===== config.mk =====
export PLATFORM = sky130hd
export DESIGN_NAME = fetch_unit
export DESIGN_NICKNAME = d
export VERILOG_FILES = /design/src/rtl/fetch_unit.sv
export SDC_FILE = /design/constraint.sdc
export NUM_CORES = 1
export LEC_CHECK = 0
export ABC_AREA = 1
export CAP_MARGIN = 10
export CORE_MARGIN = 8
export CORE_UTILIZATION = 34
export CTS_CLUSTER_DIAMETER = 120
export CTS_CLUSTER_SIZE = 25
export DETAILED_ROUTE_END_ITERATION = 16
export HOLD_SLACK_MARGIN = 0.03
export PLACE_DENSITY = 0.95
export REMOVE_ABC_BUFFERS = 1
export SYNTH_ARGS = -nofsm -noshare
export SYNTH_HDL_FRONTEND = slang
export SYNTH_SLANG_ARGS = --single-unit

===== constraint.sdc =====
create_clock -name clk -period 4.2 [get_ports clk]
set_clock_uncertainty 0.2 [all_clocks]
set_input_delay 0.63 -clock clk [delete_from_list [all_inputs] [get_ports clk]]
set_output_delay 0.63 -clock clk [all_outputs]
set_load 0.01 [all_outputs]

===== src/rtl/fetch_unit.sv =====
// Instruction fetch stage: owns the fetch PC, reads the combinational program memory,
// and queues {pc, instruction} pairs in a small prefetch FIFO toward decode.
module fetch_unit #(
  parameter int          DEPTH     = 4,
  parameter logic [31:0] RESET_PC  = 32'h0000_0000,
  parameter int          MEM_BYTES = 501
) (
  input  logic        clk,
  input  logic        nReset,
  output logic [31:0] pc,
  input  logic [31:0] instruction,
  input  logic        redirect,
  input  logic [31:0] redirectTarget,
  output logic        instrValid,
  input  logic        instrReady,
  output logic [31:0] instrOut,
  output logic [31:0] instrPc,
  output logic        fetchFault
);

  localparam int          AW        = (DEPTH > 1) ? $clog2(DEPTH) : 1;
  localparam logic [AW:0] DEPTH_C   = DEPTH[AW:0];
  localparam logic [32:0] MEM_LIMIT = MEM_BYTES[32:0];

  logic [31:0]   fifo_instr [DEPTH];
  logic [31:0]   fifo_pc    [DEPTH];
  logic [AW-1:0] wr_ptr;
  logic [AW-1:0] rd_ptr;
  logic [AW:0]   count;
  logic          in_range;
  logic          push;
  logic          pop;

  // 33-bit sum so a PC near 2^32 cannot wrap back into the valid range
  assign in_range = (({1'b0, pc} + 33'd3) < MEM_LIMIT);

  assign instrValid = (count != '0);
  assign pop        = instrValid & instrReady & ~redirect;
  assign push       = ~redirect & in_range & ((count < DEPTH_C) | pop);

  assign instrOut = instrValid ? fifo_instr[rd_ptr] : 32'h0;
  assign instrPc  = instrValid ? fifo_pc[rd_ptr]    : 32'h0;

  always_ff @(posedge clk or negedge nReset) begin
    if (!nReset) begin
      pc         <= RESET_PC;
      count      <= '0;
      wr_ptr     <= '0;
      rd_ptr     <= '0;
      fetchFault <= 1'b0;
    end else if (redirect) begin
      pc         <= {redirectTarget[31:2], 2'b00};
      count      <= '0;
      wr_ptr     <= '0;
      rd_ptr     <= '0;
      fetchFault <= 1'b0;
    end else begin
      if (push) begin
        pc     <= pc + 32'd4;
        wr_ptr <= wr_ptr + 1'b1;
      end
      if (pop) begin
        rd_ptr <= rd_ptr + 1'b1;
      end
      count <= count + {{AW{1'b0}}, push} - {{AW{1'b0}}, pop};
      if (!in_range) begin
        fetchFault <= 1'b1;
      end
    end
  end

  // Payload storage needs no reset: outputs are masked while the FIFO is empty
  always_ff @(posedge clk) begin
    if (push) begin
      fifo_instr[wr_ptr] <= instruction;
      fifo_pc[wr_ptr]    <= pc;
    end
  end

endmodule

==> flow_summary.json <==
{
  "ys.warnings.count": 0,
  "crit_fanout": 33,
  "dieWidth_um": 90.2,
  "dp.final_hpwl_um": 3340,
  "firstDrtPassIters": 4,
  "ant_nets": 0,
  "netlist_instances": 213,
  "tightest_slew_ns": 0.724,
  "startpoint_type": "primary input",
  "fmax_mhz": 431,
  "fin_ws_ns": 1.88,
  "layout.nets": 347,
  "final_common_cell": "nand2_1",
  "cts_resized": 0,
  "ys_types": 13,
  "overflow": 0,
  "fin_area_mm2": 0.00234,
  "start_util": 0.347,
  "core-area_mm2": 0.00541,
  "wirelength_um": 4260,
  "fin_crit_sh": 0.553,
  "cts_setup_buffers": 0,
  "clkSinkCount": 33,
  "die_y_um": 90.2,
  "grt_pass1_wl_um": 7220,
  "dieArea_mm2": 0.00814,
  "numPortBuffers": 64,
  "gr-usage-all-layers": 0.108,
  "cts_root_buffer": "clkbuf_8",
  "seq_area_frac_synth": 0.441,
  "grt_pass1_vias": 1538,
  "p_per_area_mw_per_mm2": 327,
  "cts_buffers": 5,
  "finalSetupTns_ns": 0,
  "nFillCells": 524,
  "cts_tree": "done",
  "drive_gt1_frac": 0.0686,
  "hp-class": "primary input to asynchronous set/reset pin",
  "rows": 27,
  "drc_errors": 0,
  "slew_violations": 0,
  "wl_per_cell_um": 12.2,
  "cts-hold-fix-buffers": 0,
  "rsz0062_at_grt": "no",
  "max-cap-violations": 0,
  "worstPathRequired_ns": 4.17,
  "synth-seq-cells": 33,
  "critPathKind": "primary input to flip-flop",
  "clockBufferDepth": 2,
  "critPathArrivalTime_ns": 2.29,
  "ir_drop_v": 0.000126,
  "placed_cell_area_mm2": 0.00226,
  "status": "finished, final reports clean",
  "viasPerCell": 3.77,
  "via_count": 1316,
  "relSlewSlack": 0.517,
  "synth_area_mm2": 0.00187,
  "drt_iter0_drc": 60,
  "clk_latency_ns": 0.27,
  "io_pins": 166,
  "place_ws_ns": 1.57,
  "clkTransAtPathRegs_ns": 0.07,
  "diodes": 0,
  "finalCriticalPeriod_ns": 2.32,
  "syn_to_final_growth_pct": 25.1,
  "hold_viol_final": 0,
  "gp_congestion": 0.673,
  "setup_viol": 0,
  "antenna_found_initial": 0,
  "cp-end-kind": "flip-flop",
  "h-tree-depth": 2,
  "postSynthAreaPerCell_um2": 8.79,
  "layout_common_cells": "nand2_1, conb_1, clkdlybuf4s50_1",
  "grt_max_degree": 34,
  "p_leak_nw": 1.23
}
cell type report:
type,count,area (um^2),share of cell area
multi-input combinational,169,678,0.290
sequential,33,826,0.353
timing repair buffer,65,643,0.275
inverter,3,18.8,0.00801
clock buffer,7,86.3,0.0369
tap,72,90.1,0.0385
cells in the mapped netlist:
cell type / instances / area share
buf_6: 3 / 0.018
a21oi_1: 1 / 0.0027
nand2_2: 10 / 0.033
clkbuf_8: 3 / 0.022
buf_12: 1 / 0.011
inv_8: 1 / 0.0060
conb_1: 1 / 0.0020
buf_4: 67 / 0.27
nor2_1: 5 / 0.010
ha_1: 2 / 0.013
dfrtp_1: 33 / 0.44
inv_1: 2 / 0.0040
nand2_1: 84 / 0.17
stage by stage:
| step | hold WS [ns] | power [mW] | instances | utilization |
|---|---|---|---|---|
| floorplan | 0.134 | 0.430 | 205 | - |
| global placement | 0.253 | 0.531 | 342 | 0.417 |
| detailed placement | 0.262 | 0.536 | 342 | 0.417 |
| CTS | 0.242 | 0.780 | 349 | 0.433 |
| global route | 0.260 | 0.810 | 349 | 0.433 |
| finish | 0.205 | 0.766 | 349 | 0.433 |
cells by family after synthesis:
kind of cell	Yosys count	synth area share
AOI/OAI and AO/OA	1	0.00267
adders and majority gates	2	0.0134
buffers and inverters	77	0.329
DFF	33	0.441
other	1	0.00200
and+or+nand+nor	99	0.212
layer usage:
metal,track usage,part of all wire
met2,0.188,0.51
met4,0.0374,0.015
met5,0,0
met1,0.104,0.38
met3,0.0607,0.10
state kept, by name, indices dropped and copies added (netlist names):
register	count
count	3
pc	30
worst paths after layout:
path	cells after the start	slack (ns)	end	start
max	9	1.88	count[2]	redirect
min	1	0.20	pc[19]	nReset
max reg2reg	6	2.75	count[2]	count[2]
min reg2reg	2	0.27	pc[18]	pc[18]
max in group asynchronous	1	3.13	pc[3]	nReset
min in group clk	2	0.27	pc[18]	pc[18]
critical path: stages:
cell	delay [ns]
clkdlybuf4s50_1	0.46
buf_4	0.36
inv_8	0.17
nand2_1	0.10
a21oi_1	0.05
ha_1	0.18
ha_1	0.19
nor2_1	0.10
nor2_1	0.05
report_power, final:
group	switching [mW]	leakage (nW)	internal, mW
clock network	0.106	0.0443	0.130
registers	0.0150	0.407	0.344
logic	0.0886	0.775	0.0822
total	0.210	1.23	0.556
Power figures use the tool's default switching activity.
